`config.mk`:
```
export PLATFORM = sky130hd
export DESIGN_NAME = prog_loader_flat
export DESIGN_NICKNAME = d
export VERILOG_FILES = /design/src/rtl/prog_loader_if.sv /design/src/rtl/prog_loader.sv /design/src/flat_wrapper.sv
export SDC_FILE = /design/constraint.sdc
export NUM_CORES = 1
export LEC_CHECK = 0
export BUFFER_PORTS_ARGS = -buffer_cell sky130_fd_sc_hd__buf_2
export CORE_UTILIZATION = 53
export DETAILED_ROUTE_END_ITERATION = 6
export GPL_TIMING_DRIVEN = 0
export MAX_ROUTING_LAYER = met4
export PLACE_DENSITY = 0.77
export SYNTH_ARGS = -nofsm -noshare
export SYNTH_HDL_FRONTEND = slang
export SYNTH_SLANG_ARGS = --single-unit
```
`constraint.sdc`:
```
create_clock -name clk -period 2.3 [get_ports clk]
set_input_delay 0.23 -clock clk [delete_from_list [all_inputs] [get_ports clk]]
set_output_delay 0.23 -clock clk [all_outputs]
set_load 0.01 [all_outputs]
```
`src/rtl/prog_loader_if.sv`:
```
// Byte-stream and instruction-memory write bus for prog_loader.
// The host drives byte_in/byte_valid. The loader returns byte_ready and
// drives the instruction memory write port (imem_we/imem_addr/imem_wdata).
interface prog_loader_if;
    logic [7:0]  byte_in;
    logic        byte_valid;
    logic        byte_ready;
    logic        imem_we;
    logic [7:0]  imem_addr;
    logic [31:0] imem_wdata;

    // Host / memory side
    modport master (
        output byte_in,
        output byte_valid,
        input  byte_ready,
        input  imem_we,
        input  imem_addr,
        input  imem_wdata
    );

    // Loader side
    modport slave (
        input  byte_in,
        input  byte_valid,
        output byte_ready,
        output imem_we,
        output imem_addr,
        output imem_wdata
    );
endinterface

```
`src/rtl/prog_loader.sv`:
```
// prog_loader: receives a word count byte N (0 means 256), then N big-endian
// 32-bit words. Each word is written to instruction memory, and then the core
// is released from reset.
// Optional feature: when LOADER_CHECKSUM_EN is defined, a trailing modulo-256
// checksum byte of all data bytes is checked. A match releases the core;
// a mismatch parks the loader in ERR with err=1.
module prog_loader (
    input  logic         clk,
    input  logic         rst_n,
    prog_loader_if.slave bus,
    output logic         core_rst_n,
    output logic         done,
    output logic         err
);

`ifdef LOADER_CHECKSUM_EN
    typedef enum logic [2:0] {HDR, LOAD, WRITE, CHK, RUN, ERR} state_t;
`else
    typedef enum logic [2:0] {HDR, LOAD, WRITE, RUN} state_t;
`endif

    state_t      state_reg, state_next;
    logic [7:0]  addr_reg, addr_next;
    logic [31:0] wdata_reg, wdata_next;
    logic [1:0]  byte_cnt_reg, byte_cnt_next;
    logic [7:0]  word_cnt_reg, word_cnt_next;
    logic [7:0]  n_reg, n_next;
    logic        ready;
    logic        xfer;
`ifdef LOADER_CHECKSUM_EN
    logic [7:0]  csum_reg, csum_next;
`endif

    // The loader accepts bytes only while it waits for a header, data or checksum.
`ifdef LOADER_CHECKSUM_EN
    assign ready = (state_reg == HDR) || (state_reg == LOAD) || (state_reg == CHK);
    assign err   = (state_reg == ERR);
`else
    assign ready = (state_reg == HDR) || (state_reg == LOAD);
    assign err   = 1'b0;
`endif
    assign xfer           = ready && bus.byte_valid;
    assign bus.byte_ready = ready;
    assign bus.imem_we    = (state_reg == WRITE);
    assign bus.imem_addr  = addr_reg;
    assign bus.imem_wdata = wdata_reg;
    assign core_rst_n     = (state_reg == RUN);
    assign done           = (state_reg == RUN);

    // State and datapath registers; reset discards any partial word.
    always_ff @(posedge clk) begin
        if (!rst_n) begin
            state_reg    <= HDR;
            addr_reg     <= 8'd0;
            wdata_reg    <= 32'd0;
            byte_cnt_reg <= 2'd0;
            word_cnt_reg <= 8'd0;
            n_reg        <= 8'd0;
`ifdef LOADER_CHECKSUM_EN
            csum_reg     <= 8'd0;
`endif
        end else begin
            state_reg    <= state_next;
            addr_reg     <= addr_next;
            wdata_reg    <= wdata_next;
            byte_cnt_reg <= byte_cnt_next;
            word_cnt_reg <= word_cnt_next;
            n_reg        <= n_next;
`ifdef LOADER_CHECKSUM_EN
            csum_reg     <= csum_next;
`endif
        end
    end

    // Next-state and datapath update logic.
    always_comb begin
        state_next    = state_reg;
        addr_next     = addr_reg;
        wdata_next    = wdata_reg;
        byte_cnt_next = byte_cnt_reg;
        word_cnt_next = word_cnt_reg;
        n_next        = n_reg;
`ifdef LOADER_CHECKSUM_EN
        csum_next     = csum_reg;
`endif
        case (state_reg)
            HDR: begin
                if (xfer) begin
                    n_next     = bus.byte_in;
                    state_next = LOAD;
                end
            end
            LOAD: begin
                if (xfer) begin
                    wdata_next    = {wdata_reg[23:0], bus.byte_in};
                    byte_cnt_next = byte_cnt_reg + 2'd1;
`ifdef LOADER_CHECKSUM_EN
                    csum_next     = csum_reg + bus.byte_in;
`endif
                    if (byte_cnt_reg == 2'd3) begin
                        state_next = WRITE;
                    end
                end
            end
            WRITE: begin
                addr_next     = addr_reg + 8'd1;
                word_cnt_next = word_cnt_reg + 8'd1;
                // A header of 0 wraps n_reg-1 to 255, so it gives 256 words.
                if (word_cnt_reg == n_reg - 8'd1) begin
`ifdef LOADER_CHECKSUM_EN
                    state_next = CHK;
`else
                    state_next = RUN;
`endif
                end else begin
                    state_next = LOAD;
                end
            end
`ifdef LOADER_CHECKSUM_EN
            CHK: begin
                if (xfer) begin
                    state_next = (bus.byte_in == csum_reg) ? RUN : ERR;
                end
            end
            ERR: state_next = ERR;
`endif
            RUN: state_next = RUN;
            default: state_next = HDR;
        endcase
    end

endmodule

```
`src/flat_wrapper.sv`:
```
// flat-port wrapper written by rule: the top's interface ports become plain ports
module prog_loader_flat 
  (clk, rst_n, core_rst_n, done, err, bus_byte_in, bus_byte_valid, bus_byte_ready, bus_imem_we, bus_imem_addr, bus_imem_wdata);
  prog_loader_if bus_i ();
  input  logic clk;
  input  logic rst_n;
  output logic core_rst_n;
  output logic done;
  output logic err;
  input wire logic [$bits(bus_i.byte_in)-1:0] bus_byte_in;
  input wire logic [$bits(bus_i.byte_valid)-1:0] bus_byte_valid;
  output wire logic [$bits(bus_i.byte_ready)-1:0] bus_byte_ready;
  output wire logic [$bits(bus_i.imem_we)-1:0] bus_imem_we;
  output wire logic [$bits(bus_i.imem_addr)-1:0] bus_imem_addr;
  output wire logic [$bits(bus_i.imem_wdata)-1:0] bus_imem_wdata;
  assign bus_i.byte_in = bus_byte_in;
  assign bus_i.byte_valid = bus_byte_valid;
  assign bus_byte_ready = bus_i.byte_ready;
  assign bus_imem_we = bus_i.imem_we;
  assign bus_imem_addr = bus_i.imem_addr;
  assign bus_imem_wdata = bus_i.imem_wdata;
  prog_loader u_core (.clk(clk), .rst_n(rst_n), .bus(bus_i), .core_rst_n(core_rst_n), .done(done), .err(err));
endmodule
```
==> impl_metrics.env, run 1 <==
export IMPL_required_ns=2.56
export IMPL_postSynthCellCount=302
export IMPL_die_w_um=71.5
export IMPL_cts_root_buffer="clkbuf_8"
export IMPL_antenna_found_initial=0
export IMPL_wire_per_inst_um=13.3
export IMPL_setup_tns_ns=0
export IMPL_synthesis_area_um2=2560
export IMPL_totalWireLength_um=5610
export IMPL_power_frac_seq=0.476
export IMPL_power_density_nw_per_um2=733
export IMPL_track_usage=0.246
export IMPL_yosysSeqAreaShare=0.469
export IMPL_port_buffers=54
export IMPL_grt_overflow=0
export IMPL_area_growth_pct=21.3
export IMPL_largest_register_ffs=32
export IMPL_place_gp_congestion=0.813
export IMPL_vias_per_cell=5.26
export IMPL_grt_max_degree=11
export IMPL_drv_cap=0
export IMPL_n_fill_cell=390
export IMPL_regToRegSetupSlack_ns=0.27
export IMPL_synth_area_per_cell_um2=8.48
export IMPL_cp_common_cell="o211ai_1"
export IMPL_path_delay_family="compound AO/OA/AOI/OAI gates"
export IMPL_max_stage_delay_ns=0.48
export IMPL_ant_nets=0
export IMPL_min_period_over_period=0.882
export IMPL_dp_hpwl_um=4060
export IMPL_whs_path_depth=3
export IMPL_synthArstFlopShare=0
export IMPL_ys_warn_count=0
export IMPL_gr_max_usage_layer="met2"
export IMPL_crit_chain="inv_1 > ha_1 > xor2_1 > o211ai_1 > a2111oi_1 > o211ai_1 > a221oi_2"
export IMPL_hold_path_class="input pin to flip-flop"
export IMPL_rr_endpoint="u_core.state_reg[1]"
export IMPL_p_leak_nw=1.31
export IMPL_crit_type="flip-flop to flip-flop"
export IMPL_ys_flop_type="dfxtp_1"
export IMPL_drcViolationCount=0
export IMPL_end_kind="flip-flop"
export IMPL_cts_resized_gates=0
export IMPL_pwr_share_clk=0.439
export IMPL_cts_made_buffers=9
export IMPL_fin_util=0.690
export IMPL_fin_nets=382
export IMPL_cp_buffers_inverters=1
export IMPL_worstRegToRegCells=7
export IMPL_grt_pass1_wl_um=9290
export IMPL_hold_violations=0
export IMPL_grt_use_met2=0.390
export IMPL_dr_first_iter_drc_count=138
export IMPL_use_met1=0.295
export IMPL_die_area_um2=5110
export IMPL_postCtsHoldBufs=0
export IMPL_period_needed_ns=2.03
export IMPL_fmax_mhz=493
export IMPL_status="complete, no violations"
export IMPL_clkTransAtPathRegs_ns=0.07
export IMPL_rsz0062_at_grt="no"
export IMPL_worst_path_max_fanout=4
export IMPL_irDropWorstVdd_mv=0.520
export IMPL_final_common_cell="nand2_1"
export IMPL_die_h_um=71.5
export IMPL_num_rows=24
export IMPL_power_frac_comb=0.085
export IMPL_ys_ff_latch=60
export IMPL_cts_max_level=3
export IMPL_cts_setup_buffers=0
export IMPL_p_int_mw=1.72
export IMPL_num_vias=2226
export IMPL_min_to="u_core.n_reg[1]"
export IMPL_synth_fp_nets=317
export IMPL_crit_arrival_ns=2.29
export IMPL_grt_pass1_vias=2059
export IMPL_cts_tree="built"
export IMPL_drive_gt1_frac=0.221
export IMPL_ys_types=34
export IMPL_initial_core_util=0.569
export IMPL_cts_buffer_depth=2
export IMPL_clk_latency_ns=0.34
export IMPL_skew_ns=0.00740
export IMPL_cts_sinks=60
export IMPL_most_common_layout_cells="nand2_1 (75), dfxtp_1 (60), buf_2 (56)"
export IMPL_first_pass_iters=4
export IMPL_timing_rr_start="u_core.n_reg[0]"
export IMPL_hp_start="bus_byte_in[1]"
export IMPL_drv_slew=0
export IMPL_core_um2=4500
export IMPL_critPathLaunchType="flip-flop"
export IMPL_setup_viol=0
export IMPL_met3_usage=0.0394
export IMPL_slowest_stage="a2111oi_1"
export IMPL_synth_edf_count=0
export IMPL_power_switching_mw=0.555
export IMPL_n_antenna_cell=0
export IMPL_swShare=0.244
export IMPL_num_io_pins=56
-- metal layers --
metal / wire [µm] / part of all wire / vias up
li1: - / - / 1131
met3: 235 / 0.042 / 12
met5: 0 / 0 / -
met4: 136 / 0.024 / 0
met2: 2620 / 0.47 / 61
met1: 2630 / 0.47 / 1022
-- worst max-delay path by stage --
stage | to | cells after the start | start
finish | u_core.state_reg[1] | 7 | u_core.n_reg[0]
global route | u_core.state_reg[1] | 7 | u_core.n_reg[0]
global placement | u_core.state_reg[1] | 7 | u_core.n_reg[0]
floorplan | u_core.state_reg[1] | 7 | u_core.n_reg[0]
detailed placement | u_core.state_reg[1] | 7 | u_core.n_reg[0]
CTS | u_core.state_reg[1] | 7 | u_core.n_reg[0]
-- stage by stage --
stage                     power, mW  cell area [µm²]  cells  hold slack (ns)  setup slack [ns]
final                          2.28             3110    423            0.154             0.272
after global routing           2.35             3110    423            0.180             0.217
after CTS                      2.28             3110    423            0.145             0.298
after detailed placement       1.30             2900    408            0.444             0.326
after global placement         1.29             2900    408            0.438             0.360
after floorplan                1.24             2560    302            0.369             0.594
-- worst register-to-register path, stage by stage, from the launching register on --
cell       delay (ns)
dfxtp_1          0.41
inv_1            0.08
ha_1             0.31
xor2_1           0.15
o211ai_1         0.10
a2111oi_1        0.48
o211ai_1         0.18
a221oi_2         0.23
-- synthesized netlist by cell type, types with 8 or more instances --
cell	count	area share
clkbuf_1	12	0.018
a21oi_1	21	0.041
o21ai_0	8	0.016
xnor2_1	10	0.034
nor2_1	26	0.038
dfxtp_1	60	0.47
xor2_1	11	0.038
nand4_1	8	0.020
mux2i_1	9	0.035
nand2_1	75	0.11
a21boi_0	20	0.059
-- power by group through the flow --
| stage | Combinational, mW | Sequential (mW) | Clock, mW |
|---|---|---|---|
| CTS | 0.193 | 1.08 | 1.01 |
| detailed placement | 0.191 | 1.11 | 0 |
| floorplan | 0.133 | 1.11 | 0 |
| finish | 0.193 | 1.08 | 0.999 |
| global placement | 0.185 | 1.11 | 0 |
| global route | 0.217 | 1.09 | 1.04 |
-- layout make-up --
type,count,area [µm²],share of cell area
Buffer,20,98.8,0.0318
Clock inverter,3,45.0,0.0145
Tap cell,52,65.1,0.0209
Clock buffer,12,165,0.0532
Inverter,5,18.8,0.00604
Timing Repair Buffer,54,270,0.0870
Sequential cell,60,1200,0.387
Multi-Input combinational cell,217,1240,0.400
-- kinds of logic after synthesis --
group | after synthesis | share of synthesized area
and+or+nand+nor | 128 | 0.224
buffers and inverters | 25 | 0.0459
adders and majority gates | 4 | 0.0195
other | 1 | 0.00146
AOI/OAI and AO/OA | 54 | 0.133
muxes | 9 | 0.0352
DFF | 60 | 0.469
xor gates and xnor gates | 21 | 0.0718
No activity file was read; power rests on OpenSTA's default activity.
==> run 2, diff against run 1 <==
Settings changed: BUFFER_PORTS_ARGS -buffer_cell sky130_fd_sc_hd__buf_2 to -buffer_cell sky130_fd_sc_hd__buf_4.
==> impl_metrics.env, run 2 (synthesis results as in run 1) <==
export IMPL_cp_common_cell="o211ai_1"
export IMPL_min_to="u_core.n_reg[0]"
export IMPL_hp_start="bus_byte_in[0]"
export IMPL_drive_gt1_frac=0.220
export IMPL_n_fill_cell=380
export IMPL_crit_chain="inv_1 > ha_1 > xor2_1 > o211ai_1 > a2111oi_1 > o211ai_1 > a221oi_2"
export IMPL_num_vias=2218
export IMPL_postCtsHoldBufs=0
export IMPL_path_delay_family="compound AO/OA/AOI/OAI gates"
export IMPL_final_common_cell="nand2_1"
export IMPL_required_ns=2.56
export IMPL_dp_hpwl_um=4000
export IMPL_end_kind="flip-flop"
export IMPL_slowest_stage="a2111oi_1"
export IMPL_largest_register_ffs=32
export IMPL_initial_core_util=0.569
export IMPL_cts_max_level=3
export IMPL_num_rows=24
export IMPL_cp_buffers_inverters=1
export IMPL_power_frac_comb=0.092
export IMPL_hold_slack_ns=0.141
export IMPL_fmax_mhz=515
export IMPL_die_h_um=71.5
export IMPL_cts_root_buffer="clkbuf_8"
export IMPL_ant_nets=0
export IMPL_period_needed_ns=1.94
export IMPL_grt_pass1_vias=1983
export IMPL_status="complete, no violations"
export IMPL_regToRegSetupSlack_ns=0.36
export IMPL_stdcell_area_um2=3220
export IMPL_worst_path_max_fanout=4
export IMPL_fin_cells=424
export IMPL_fin_util=0.715
export IMPL_grt_overflow=0
export IMPL_dr_first_iter_drc_count=172
export IMPL_hold_path_class="input pin to flip-flop"
export IMPL_worst_slack_ns=0.358
export IMPL_cts_tree="built"
export IMPL_cts_made_buffers=9
export IMPL_irDropWorstVdd_mv=0.372
export IMPL_cts_resized_gates=0
export IMPL_cts_buffer_depth=2
export IMPL_hold_violations=0
export IMPL_p_int_mw=1.63
export IMPL_post_place_cells=408
export IMPL_worstRegToRegCells=7
export IMPL_die_area_um2=5110
export IMPL_n_antenna_cell=0
export IMPL_max_stage_delay_ns=0.42
export IMPL_skew_ns=0.00556
export IMPL_setup_viol=0
export IMPL_drv_slew=0
export IMPL_totalWireLength_um=5510
export IMPL_die_w_um=71.5
export IMPL_num_io_pins=56
export IMPL_swShare=0.251
export IMPL_antenna_found_initial=0
export IMPL_pwr_share_clk=0.408
export IMPL_core_um2=4500
export IMPL_min_period_over_period=0.844
export IMPL_vias_per_cell=5.23
export IMPL_placed_cell_area_um2=3030
export IMPL_fin_nets=382
export IMPL_clkTransAtPathRegs_ns=0.07
export IMPL_rsz0062_at_grt="no"
export IMPL_p_leak_nw=1.31
export IMPL_whs_path_depth=3
export IMPL_drcViolationCount=0
export IMPL_crit_type="flip-flop to flip-flop"
export IMPL_first_pass_iters=4
export IMPL_clk_latency_ns=0.34
export IMPL_most_common_layout_cells="nand2_1 (75), dfxtp_1 (60), buf_4 (57)"
export IMPL_power_density_nw_per_um2=674
export IMPL_power_frac_seq=0.500
export IMPL_crit_arrival_ns=2.20
export IMPL_grt_max_degree=11
export IMPL_post_place_ws_ns=0.393
export IMPL_wire_per_inst_um=13.0
export IMPL_p_total_mw=2.17
export IMPL_timing_rr_start="u_core.n_reg[0]"
export IMPL_grt_pass1_wl_um=9210
export IMPL_area_growth_pct=25.7
export IMPL_critPathLaunchType="flip-flop"
export IMPL_cts_sinks=60
export IMPL_cts_setup_buffers=0
export IMPL_place_gp_congestion=0.818
export IMPL_track_usage=0.241
export IMPL_drv_cap=0
export IMPL_power_switching_mw=0.545
export IMPL_rr_endpoint="u_core.state_reg[1]"
export IMPL_port_buffers=54
export IMPL_setup_tns_ns=0
-- run 2: cell types whose count changed in the layout (fill, tap and decap cells not counted), sizes merged --
cell    before  now
bufinv       1    0
clkbuf      26   27
clkinv       1    2
-- run 2: routing by layer --
metal  track usage  part of all wire  vias up
met3        0.0492             0.057        9
met4         0.124             0.017        0
li1              -                 -     1134
met1         0.295              0.45     1011
met2         0.379              0.47       64
met5             -                 0        -
-- run 2: power by group through the flow --
stage / Combinational (mW) / Clock [mW] / Sequential (mW)
6_report: 0.200 / 0.886 / 1.08
5_1_grt: 0.223 / 0.942 / 1.09
4_1_cts: 0.202 / 0.906 / 1.08
3_5_place_dp: 0.200 / 0 / 1.11
3_3_place_gp: 0.196 / 0 / 1.11
2_1_floorplan: 0.133 / 0 / 1.11
-- run 2: worst max path at each step --
stage                     cells past startpoint             from  slack, ns             endpoint
after floorplan                               7  u_core.n_reg[0]       0.59  u_core.state_reg[1]
after global placement                        7  u_core.n_reg[0]       0.37  u_core.state_reg[1]
after detailed placement                      7  u_core.n_reg[0]       0.39  u_core.state_reg[1]
after CTS                                     7  u_core.n_reg[0]       0.35  u_core.state_reg[1]
after global routing                          7  u_core.n_reg[0]       0.19  u_core.state_reg[1]
final                                         7  u_core.n_reg[0]       0.36  u_core.state_reg[1]
-- run 2: final cells by class --
type | count | area [µm²] | area share
Buffer | 20 | 98.8 | 0.0307
Clock buffer | 13 | 169 | 0.0524
Clock inverter | 3 | 20.0 | 0.00622
Inverter | 5 | 18.8 | 0.00583
Multi-Input combinational cell | 217 | 1240 | 0.386
Sequential cell | 60 | 1200 | 0.373
Tap cell | 52 | 65.1 | 0.0202
Timing Repair Buffer | 54 | 405 | 0.126
-- run 2: worst reg2reg max path: stages, from the launching register on --
cell,delay (ns)
dfxtp_1,0.39
inv_1,0.09
ha_1,0.32
xor2_1,0.14
o211ai_1,0.10
a2111oi_1,0.42
o211ai_1,0.18
a221oi_2,0.23
==> run 3, diff against run 2 <==
Settings changed: CORE_UTILIZATION 53 to 48, PLACE_DENSITY 0.77 to 0.74.
Clock period 2.3 ns to 1.57 ns, I/O delays scaled along.
==> impl_metrics.env, run 3 (synthesis results as in run 1) <==
export IMPL_drv_slew=0
export IMPL_power_frac_seq=0.455
export IMPL_setup_viol=1
export IMPL_most_common_layout_cells="nand2_1 (75), buf_4 (60), dfxtp_1 (57)"
export IMPL_crit_chain="nor2_1 > nand3b_1 > xnor2_1 > a2111oi_2 > o211ai_1 > a221oi_2"
export IMPL_fmax_mhz=604
export IMPL_grt_pass1_vias=1956
export IMPL_min_period_over_period=1.06
export IMPL_dp_hpwl_um=4120
export IMPL_area_growth_pct=31.4
export IMPL_crit_arrival_ns=1.91
export IMPL_worst_path_max_fanout=4
export IMPL_die_area_um2=5630
export IMPL_cp_buffers_inverters=0
export IMPL_core_um2=5110
export IMPL_skew_ns=0.00828
export IMPL_hold_slack_ns=0.0768
export IMPL_slowest_stage="dfxtp_2"
export IMPL_wl_met2_um=2720
export IMPL_p_total_mw=3.50
export IMPL_path_delay_family="compound AO/OA/AOI/OAI gates"
export IMPL_clk_latency_ns=0.34
export IMPL_pwr_share_clk=0.457
export IMPL_worst_slack_ns=-0.0864
export IMPL_first_pass_iters=4
export IMPL_power_switching_mw=0.825
export IMPL_power_frac_comb=0.088
export IMPL_crit_type="flip-flop to flip-flop"
export IMPL_drv_cap=0
export IMPL_ant_nets=0
export IMPL_n_antenna_cell=0
export IMPL_drive_gt1_frac=0.267
export IMPL_drt_met1_wl_um=2680
export IMPL_fin_nets=385
export IMPL_drcViolationCount=0
export IMPL_die_w_um=75.0
export IMPL_num_rows=26
export IMPL_cts_sinks=60
export IMPL_status="finished with violations"
export IMPL_num_io_pins=56
export IMPL_violations="negative setup slack"
export IMPL_n_fill_cell=438
export IMPL_antenna_found_initial=0
export IMPL_totalWireLength_um=5730
export IMPL_port_buffers=54
export IMPL_placed_cell_area_um2=3060
export IMPL_initial_core_util=0.501
export IMPL_cts_made_buffers=9
export IMPL_met3_length_um=228
export IMPL_p_leak_nw=1.37
export IMPL_whs_path_depth=3
export IMPL_swShare=0.236
export IMPL_hold_path_class="input pin to flip-flop"
export IMPL_critPathLaunchType="flip-flop"
export IMPL_p_int_mw=2.67
export IMPL_dr_first_iter_drc_count=154
export IMPL_cts_buffer_depth=2
export IMPL_max_stage_delay_ns=0.34
export IMPL_vias_per_cell=4.99
export IMPL_place_gp_congestion=0.839
export IMPL_largest_register_ffs=32
export IMPL_hold_violations=0
export IMPL_rsz0062_at_grt="yes"
export IMPL_wire_per_inst_um=12.9
export IMPL_dr_max_layer_used="met4"
export IMPL_required_ns=1.82
export IMPL_track_usage=0.228
export IMPL_num_vias=2219
export IMPL_grt_max_degree=12
export IMPL_stdcell_area_um2=3360
export IMPL_final_common_cell="nand2_1"
export IMPL_grt_pass1_wl_um=9160
export IMPL_irDropWorstVdd_mv=0.693
export IMPL_clkTransAtPathRegs_ns=0.07
export IMPL_grt_overflow=0
export IMPL_post_place_ws_ns=-0.208
export IMPL_power_density_nw_per_um2=1040
export IMPL_path_depth=6
export IMPL_cts_root_buffer="clkbuf_8"
export IMPL_die_h_um=75.0
export IMPL_period_needed_ns=1.66
export IMPL_end_kind="flip-flop"
export IMPL_cts_max_level=3
export IMPL_worstRegToRegCells=6
export IMPL_cts_tree="built"
==> run 3: cell count changes in the layout (fill, tap and decap cells not counted), moves of 2 or more <==
cell / before / now
dfxtp_1: 60 / 57
clkbuf_2: 2 / 7
buf_4: 57 / 60
clkbuf_1: 13 / 6
dfxtp_2: 0 / 3
bufinv_16: 0 / 2
==> run 3: layout make-up <==
type	instances	area, µm²	area share
tap	70	87.6	0.0260
inverter	5	18.8	0.00558
buffer	19	105	0.0312
clock buffer	11	151	0.0450
clock inverter	5	83.8	0.0249
multi-input combinational	217	1280	0.380
sequential	60	1200	0.358
timing repair buffer	58	435	0.129
==> run 3: final timing paths <==
kind                        startpoint                   endpoint  slack (ns)
max                    u_core.n_reg[0]        u_core.state_reg[1]       -0.09
min                     bus_byte_in[5]            u_core.n_reg[5]        0.08
max reg2reg            u_core.n_reg[0]        u_core.state_reg[1]       -0.09
min reg2reg  u_core.bus.imem_wdata[30]  u_core.bus.imem_wdata[30]        0.46
==> run 3: worst min-delay path: cells and delay by family <==
kind          cells  cell delay [ns]
buf+inv           1             0.09
simple gates      1             0.07
mux               1             0.06
==> run 3: per-stage QoR <==
| step | utilization | TNS [ns] | std cells |
|---|---|---|---|
| 2_1_floorplan | - | 0 | 302 |
| 3_3_place_gp | 0.598 | -0.391 | 426 |
| 3_5_place_dp | 0.598 | -0.817 | 426 |
| 4_1_cts | 0.655 | -0.100 | 445 |
| 5_1_grt | 0.659 | -0.273 | 445 |
| 6_report | 0.659 | -0.0864 | 445 |
==> run 3: power by group through the flow <==
stage / Combinational (mW) / Sequential (mW) / Clock (mW)
final: 0.308 / 1.59 / 1.60
after global placement: 0.288 / 1.62 / 0
after detailed placement: 0.293 / 1.62 / 0
after CTS: 0.308 / 1.59 / 1.63
after global routing: 0.343 / 1.59 / 1.71
after floorplan: 0.194 / 1.62 / 0
==> run 3: repair_timing <==
| action | CTS | global route |
|---|---|---|
| hold buffers | 0 | 0 |
| endpoints found under the setup margin | 34 | 36 |
| buffers inserted | 3 | 1 |
| pin swaps | 1 | 1 |
| resized for setup | 10 | 8 |
==> run 3: metal layers <==
layer  vias up  track usage
li1       1131            -
met1      1017        0.286
met2        59        0.350
met3        12       0.0522
met4         0       0.0985
met5         -            -
